--- src/rtl/seg7_scan_ctrl.sv ---
// rtl/seg7_scan_ctrl.sv - 4-digit active-low 7-segment scanner with frame latch and guard interval
module seg7_scan_ctrl #(
    parameter int SCAN_DIV  = 131072,
    parameter int GUARD_CYC = 1024,
    parameter int LZ_BLANK  = 0
) (
    input  logic        CLK,
    input  logic        Reset,
    input  logic [15:0] disp_data,
    input  logic [3:0]  blank_mask,
    output logic [3:0]  pos_ctrl,
    output logic [7:0]  num_ctrl,
    output logic        frame_done
);

    localparam int CNT_W = (SCAN_DIV > 1) ? $clog2(SCAN_DIV) : 1;
    localparam logic [CNT_W-1:0] CNT_LAST  = CNT_W'(SCAN_DIV - 1);
    localparam logic [CNT_W-1:0] GUARD_END = CNT_W'(GUARD_CYC);
    localparam bit               LZ_EN     = (LZ_BLANK != 0);

    logic [CNT_W-1:0] r_cnt;
    logic [1:0]       r_dig;
    logic [15:0]      r_shadow_data;
    logic [3:0]       r_shadow_mask;
    logic [3:0]       r_pos;
    logic [7:0]       r_num;
    logic             r_frame_done;

    logic             w_slot_end;
    logic             w_frame_start;
    logic             w_guard;
    logic [3:0]       w_nibble;
    logic [3:0]       w_lz_zero;
    logic             w_blank;
    logic [3:0]       w_pos_next;
    logic [7:0]       w_num_next;

    // Segment patterns, active-low, a in bit 7, dp (bit 0) always off.
    function automatic logic [7:0] seg_decode(input logic [3:0] nib);
        logic [7:0] seg;
        seg = 8'hFF;
        case (nib)
            4'h0: seg = 8'h03;
            4'h1: seg = 8'h9F;
            4'h2: seg = 8'h25;
            4'h3: seg = 8'h0D;
            4'h4: seg = 8'h99;
            4'h5: seg = 8'h49;
            4'h6: seg = 8'h41;
            4'h7: seg = 8'h1F;
            4'h8: seg = 8'h01;
            4'h9: seg = 8'h09;
            4'hA: seg = 8'h11;
            4'hB: seg = 8'hC1;
            4'hC: seg = 8'h63;
            4'hD: seg = 8'h85;
            4'hE: seg = 8'h61;
            4'hF: seg = 8'h71;
            default: seg = 8'hFF;
        endcase
        return seg;
    endfunction

    assign w_slot_end    = (r_cnt == CNT_LAST);
    assign w_frame_start = (r_cnt == '0) && (r_dig == 2'd0);
    assign w_guard       = (r_cnt < GUARD_END);

    // A digit is a leading zero when it and every digit to its left are zero; digit 0 always shows.
    assign w_lz_zero[3] = (r_shadow_data[15:12] == 4'h0);
    assign w_lz_zero[2] = w_lz_zero[3] && (r_shadow_data[11:8] == 4'h0);
    assign w_lz_zero[1] = w_lz_zero[2] && (r_shadow_data[7:4] == 4'h0);
    assign w_lz_zero[0] = 1'b0;

    assign w_blank = r_shadow_mask[r_dig] || (LZ_EN && w_lz_zero[r_dig]);

    // Select the nibble of the latched frame word belonging to the current digit.
    always_comb begin
        w_nibble = r_shadow_data[3:0];
        case (r_dig)
            2'd0: w_nibble = r_shadow_data[3:0];
            2'd1: w_nibble = r_shadow_data[7:4];
            2'd2: w_nibble = r_shadow_data[11:8];
            2'd3: w_nibble = r_shadow_data[15:12];
            default: w_nibble = r_shadow_data[3:0];
        endcase
    end

    // Next display drive: all off during the guard part of a slot, otherwise one digit low.
    always_comb begin
        w_pos_next = 4'b1111;
        w_num_next = 8'hFF;
        if (!w_guard) begin
            w_pos_next = ~(4'b0001 << r_dig);
            w_num_next = w_blank ? 8'hFF : seg_decode(w_nibble);
        end
    end

    // Slot counter, digit pointer, frame-coherent shadow latch and registered outputs.
    always_ff @(posedge CLK) begin
        if (!Reset) begin
            r_cnt         <= '0;
            r_dig         <= 2'd0;
            r_shadow_data <= 16'h0000;
            r_shadow_mask <= 4'h0;
            r_pos         <= 4'b1111;
            r_num         <= 8'hFF;
            r_frame_done  <= 1'b0;
        end else begin
            if (w_slot_end) begin
                r_cnt <= '0;
                r_dig <= r_dig + 2'd1;
            end else begin
                r_cnt <= r_cnt + CNT_W'(1);
            end
            if (w_frame_start) begin
                r_shadow_data <= disp_data;
                r_shadow_mask <= blank_mask;
            end
            r_pos        <= w_pos_next;
            r_num        <= w_num_next;
            r_frame_done <= w_slot_end && (r_dig == 2'd3);
        end
    end

    assign pos_ctrl   = r_pos;
    assign num_ctrl   = r_num;
    assign frame_done = r_frame_done;

endmodule
--- config.mk ---
export PLATFORM = sky130hd
export DESIGN_NAME = seg7_scan_ctrl
export DESIGN_NICKNAME = d
export VERILOG_FILES = /design/src/rtl/seg7_scan_ctrl.sv
export SDC_FILE = /design/constraint.sdc
export NUM_CORES = 1
export LEC_CHECK = 0
export BUFFER_PORTS_ARGS = -buffer_cell sky130_fd_sc_hd__buf_2
export CORE_MARGIN = 8
export CORE_UTILIZATION = 35
export CTS_CLUSTER_DIAMETER = 30
export DETAILED_ROUTE_END_ITERATION = 6
export SYNTH_ARGS = -nofsm -noshare
export SYNTH_HDL_FRONTEND = slang
export SYNTH_SLANG_ARGS = --single-unit
--- constraint.sdc ---
create_clock -name CLK -period 3.3 [get_ports CLK]
set_input_delay 0.165 -clock CLK [delete_from_list [all_inputs] [get_ports CLK]]
set_output_delay 0.165 -clock CLK [all_outputs]
set_load 0.01 [all_outputs]
# Yosys cells after proc, flatten, opt, wreduce, memory -nomap -nowiden
# Memories as Yosys holds them, arrays and structs flattened. A register that Yosys moved wholly into a read port is not among the register bits.
# Cells that the tools add are included.
[word_totals]
regBits = 52
romBits = 112
in_bits = 22
out_inout_bits = 13
n_memories = 1
[mem_list]
columns = ["name", "depth", "word_bits", "read_ports", "rd_clocked_by_memory_dff", "wr", "line", "source"]
rows = [
  ["(no name shown)", 16, 7, 1, 1, 0, "42", "case (nib)"],
]
[op_classes]
addsub = 2
order_cmp = 2
eq_ne = 4
shifts = 1
mux = 3
bitwise_logic = 2
n_reduce_logical = 7
[ops]
columns = ["op", "n"]
rows = [
  ["adder 17 x 1 -> 17 bit, second input constant", 1],
  ["equality test 17 bit, second input constant", 1],
  ["logical NOT 17 bit", 1],
  ["< comparator 17 x 11 -> 1 bit, second input constant", 1],
  ["case mux 4 bit (4 select lines)", 1],
  ["equality test 2 bit, second input constant", 2],
  ["inverter 4 bit", 1],
  ["OR reduction 2 bit", 2],
  ["left shift 1 x 2 -> 4 bit, first input constant", 1],
  ["< comparator 2 x 3 -> 1 bit, second input constant", 1],
  ["OR reduction 3 bit", 1],
  ["adder 2 x 1 -> 2 bit, second input constant", 1],
  ["binary-select mux 1 bit (select 2 bit)", 1],
  ["equality test 2 x 1 -> 1 bit, second input constant", 1],
  ["logical AND 1 bit", 2],
  ["logical NOT 2 bit", 1],
  ["2-to-1 mux 1 bit", 1],
  ["inverter 1 bit", 1],
]

# Depth between registers and ports, before layout
[depth]
ltp_word = 3
depth_mapped = 11

# Worst setup path before layout
# OpenSTA, ideal clock, no wires.
[synth_path]
path_type = "register to register"
start = "reg r_dig[0]"
end = "reg r_num[4], in the netlist num_ctrl[4]"
setup_time_ns = 0.114
arrival_time_ns = 2.160
t_required_ns = 3.186
setup_slack_ns = 1.025
path_stages_with_launch = 11
n_path_buf = 1
synth_period_minus_slack_ns = 2.275
cell_sequence = "dfxtp_1 -> inv_1 -> ha_1 -> buf_4 -> mux2i_1 -> inv_1 -> ha_1 -> nor2b_1 -> a31oi_1 -> o21ai_1 -> a21bo_1"
[synth_between]
elab_chain_cells = 3
elab_cells_between_ends = 8
[synth_rtl]
columns = ["item", "line", "source"]
rows = [
  ["start, declared", "22", "logic [1:0] r_dig;"],
  ["start signal, assigned", "111", "r_dig <= r_dig + 2'd1;"],
  ["binary-select mux 1 bit (select 2 bit)", "74", "assign w_blank = r_shadow_mask[r_dig] || (LZ_EN && w_lz_zero[r_dig]);"],
  ["2-to-1 mux 1 bit (implied by the code)", "74", ""],
  ["OR reduction 3 bit (no line)", "-", ""],
  ["end, declared", "26", "logic [7:0] r_num;"],
]
# Parallel ways exist; a longest one is shown, timed or not. The select of a mux whose other input is x is not followed.
# A chain may end at the register's enable or synchronous reset.

# Worst setup path in the final report
# Ends and elaborated chain as after synthesis.

==> results_tabular.tex <==
\begin{tabular}{lr}
\hline
Metric & Value \\
\hline
\multicolumn{2}{l}{\textbf{Status}} \\
\quad Run status & finished clean \\
\multicolumn{2}{l}{\textbf{Power}} \\
\quad Worst vdd rail ir drop & between 150 and 200 uV \\
\quad Leak pwr & approximately 1.1 nW \\
\quad PwrDens & 447.4 mW/mm\^{}2 \\
\quad Total power draw & 1.192 mW \\
\multicolumn{2}{l}{\textbf{Die}} \\
\quad Row count & 30 \\
\quad Total die area & 0.009582 mm\^{}2 \\
\quad Starting utilization of the core area & 35.33\% \\
\quad Die width & 97.89 um \\
\quad Vertical die dimension & 97.89 um \\
\quad Floorplan Core Area & 0.006644 mm\^{}2 \\
\quad Count of boundary I/O pins & 35 \\
\multicolumn{2}{l}{\textbf{Route}} \\
\quad Routed wire length on met3 & 264 um \\
\quad DRT Wirelength & 4.642 mm \\
\quad Via total after detailed routing & between 1500 and 2000 \\
\quad Antenna-violating nets left & 0 \\
\quad Vias per std cell & 4.663 \\
\quad Number of detailed-route iterations in the first pass & 4 \\
\quad Violation count after the first detailed-routing iteration & between 60 and 70 \\
\quad Highest metal layer used by the detailed router & met5 \\
\quad Met2 Wirelength & $\sim$2.2 mm \\
\quad Remaining design rule violation count & 0 \\
\quad WL met1 & between 2 and 2.5 mm \\
\quad Detail-routed net length per standard cell & 13.04 um \\
\multicolumn{2}{l}{\textbf{Critical path}} \\
\quad Critical path buffer and inverter count & 2 \\
\quad Max stage delay cell, worst path & mux2i\_1 \\
\quad Req. time, crit path & 3500 ps \\
\quad Setup CP Type & reg -> reg \\
\quad Maximum cell stage delay along the critical path & 500 ps \\
\quad Depth of the worst register-to-register path & 9 \\
\quad CP startpoint kind & flip-flop \\
\quad Crit path DAT & 2790 ps \\
\quad Count of cell instances traversed by the critical path & 9 \\
\quad Crit-path leading delay family & adder cells \\
\quad Max FO, Critical Path & 11 \\
\quad Cell chain of the critical path & inv\_1 > ha\_1 > mux2i\_1 > inv\_1 > ha\_1 > nor2b\_1 > a31oi\_1 > o21ai\_1 > a21bo\_1 \\
\quad CP Capture Type & flip-flop \\
\multicolumn{2}{l}{\textbf{Timing}} \\
\quad Worst Max-Slew Pin Slew & 976.2 ps \\
\quad Skew final & 10.89 ps \\
\quad Remaining max-slew budget at the tightest pin & 33.06\% \\
\quad Final Max Slew Viols & 0 \\
\quad Total negative slack & 0 ps \\
\quad Crit share post-route & around 78\% \\
\quad Max Fclk & 386.5 MHz \\
\quad Unrepaired setup endpoints after global routing & no \\
\quad Final Hold Vio Count & 0 \\
\quad Time the final worst path needs with I/O delays and setup & 2587 ps \\
\quad Finish-stage setup viols & 0 \\
\multicolumn{2}{l}{\textbf{Min path}} \\
\quad Worst min path class & in -> reg \\
\quad Number of stages on the worst hold path & 3 \\
\multicolumn{2}{l}{\textbf{Cells and area}} \\
\quad Synth-to-Final Area Change & 13.54\% \\
\quad Most frequent cells in the layout & dfxtp\_1 (51), buf\_2 (33), mux2i\_1 (26) \\
\quad Count of antenna diodes in the layout & 0 \\
\quad Leading cell type in the layout, fill and taps excluded & dfxtp\_1 \\
\quad Number of nets in the finished design & between 300 and 400 \\
\quad Fraction of layout cells with a size suffix above 1 & 17.39\% \\
\quad Count of fill cells added during filler insertion & 678 \\
\multicolumn{2}{l}{\textbf{Clock network}} \\
\quad Total of hold buffers inserted after clock tree synthesis & 0 \\
\quad Number of buffers inserted during clock tree synthesis & 5 \\
\quad Clk sink count & just over 50 \\
\quad Clock transition at path regs & 100 ps \\
\quad CTS HTree Levels & 2 \\
\quad TritonCTS clock tree & yes \\
\quad Total of cells resized after clock tree synthesis & 0 \\
\quad Clock latency at the later pin of the worst-skew pair & $\sim$300 ps \\
\quad Root buffer cell & clkbuf\_8 \\
\quad Number of setup buffers added after CTS & 0 \\
\quad Deepest clock path buffer count & 2 \\
\multicolumn{2}{l}{\textbf{Synth}} \\
\quad Combined area of all synthesized cells & 0.002347 mm\^{}2 \\
\quad Number of warnings issued by yosys & 0 \\
\quad Average footprint of a synthesized cell & 9.659 um\^{}2 \\
\quad Gate count of the mapped netlist & 243 \\
\quad Sequential element share of the synthesized area & between 40\% and 50\% \\
\quad Net Count, Synth & 278 \\
\quad Netlist cell types & 38 \\
\quad Number of synthesized register bits & 51 \\
\multicolumn{2}{l}{\textbf{Placement}} \\
\quad Final weighted congestion in routability-driven placement & between 0.8 and 0.9 \\
\quad Sum of net half-perimeters after detailed placement & 3.453 mm \\
\quad Port Buffers & 33 \\
\multicolumn{2}{l}{\textbf{GRT}} \\
\quad First-pass GRT wire length & 7.852 mm \\
\quad All-Layer GR Usage & about a tenth \\
\quad Maximum number of pins on one net before global-route repair & 26 \\
\quad Initial antenna violation count & 1 \\
\quad Overall overflow remaining after global route & 0 \\
\quad Vias in the first global route & 1644 \\
\multicolumn{2}{l}{\textbf{Run}} \\
\quad Number of max-capacitance violations reported & 0 \\
\hline
\end{tabular}
routing by layer:
metal | global-route usage [%] | vias to the layer above
met2 | 16.33 | 26
met3 | 3.698 | 8
met1 | 11.78 | 738
li1 | - | 886
met5 | 0 | -
met4 | 2.878 | 2
sequential cells by signal, indices dropped and copies added, names as in the netlist:
| name | count |
|---|---|
| frame_done | 1 |
| num_ctrl | 7 |
| pos_ctrl | 4 |
| r_cnt | 17 |
| r_dig | 2 |
| r_shadow_data | 16 |
| r_shadow_mask | 4 |
worst register-to-register path: stages (launching register included):
cell and delay (ps):
dfxtp_1 380, inv_1 100, ha_1 430, mux2i_1 500, inv_1 190, ha_1 350, nor2b_1 140, a31oi_1 150
o21ai_1 70, a21bo_1 190
report_power, final:
part           internal [mW]  total, mW  switching, mW
clock                  0.171      0.377          0.205
sequential             0.642      0.661         0.0185
combinational         0.0737      0.155         0.0814
total                  0.887       1.19          0.305
final timing paths:
check	from	to	slack, ps
worst max-delay path	r_dig[0]	num_ctrl[4]	710
worst max register to register	r_dig[0]	num_ctrl[4]	710
worst min register to register	r_cnt[0]	r_cnt[0]	520
worst min-delay path	disp_data[9]	r_shadow_data[9]	110
Yosys cell counts:
library cell | instances | area (um^2)
dfxtp_1 | 51 | 1021
o21ai_1 | 2 | 10.01
clkbuf_1 | 4 | 15.01
buf_6 | 1 | 11.26
nand3_1 | 9 | 45.04
or3_1 | 1 | 6.260
mux2i_1 | 26 | 260.3
and2b_1 | 1 | 7.510
and3_1 | 2 | 12.51
a21oi_1 | 5 | 25.02
a22oi_1 | 2 | 15.01
a221oi_2 | 1 | 15.01
a21bo_1 | 1 | 10.01
o211ai_1 | 2 | 15.01
nand4_1 | 5 | 31.28
nor2b_1 | 23 | 143.9
and2_1 | 3 | 18.77
a31oi_1 | 1 | 6.260
conb_1 | 1 | 3.750
nor4_1 | 3 | 18.77
ha_1 | 13 | 162.7
buf_4 | 4 | 30.03
nand2_1 | 16 | 60.06
mux4_2 | 1 | 22.52
o221ai_1 | 4 | 35.03
nand2b_1 | 2 | 12.51
nor2_1 | 19 | 71.32
o2bb2ai_1 | 1 | 8.760
xor2_1 | 11 | 96.34
a21oi_2 | 1 | 8.760
nor3_1 | 3 | 15.01
xnor2_1 | 3 | 26.28
and2b_2 | 1 | 8.760
a222oi_1 | 2 | 20.02
o21ai_0 | 2 | 10.01
and4_1 | 1 | 8.760
inv_1 | 14 | 52.55
or2_2 | 1 | 6.260
cell families (layout without fill, tap and decap cells):
group,after synthesis,count (layout),share of synthesized area [%]
simple gates,90,90,19.88
fa+ha+maj,13,13,6.930
compound gates,24,24,7.622
mux,27,27,12.05
other cells,1,1,0.1598
xor+xnor,14,14,5.224
buf+inv,23,56,4.637
flops,51,51,43.50
final cells by class:
class	count	area [um^2]	area share [%]
multi-input cells	169	1220	45.77
flip-flops and latches	51	1021	38.31
clock buffers	6	82.58	3.099
repair buffers	34	172.7	6.479
well taps	80	100.1	3.756
inverters	14	52.55	1.972
clock inverters	2	16.27	0.6103
metrics by stage:
stage | cell area [um^2] | setup WS (ps) | hold WS, ps | utilization, % | cells
5_1_grt | 2665 | 386.0 | 114.2 | 40.11 | 356
6_report | 2665 | 712.9 | 114.1 | 40.11 | 356
2_1_floorplan | 2347 | 1025 | 293.2 | - | 243
4_1_cts | 2665 | 704.1 | 109.4 | 40.11 | 356
3_5_place_dp | 2566 | 702.4 | 430.1 | 38.63 | 348
3_3_place_gp | 2566 | 782.6 | 425.1 | 38.63 | 348
(Power assumes the default switching activity.)
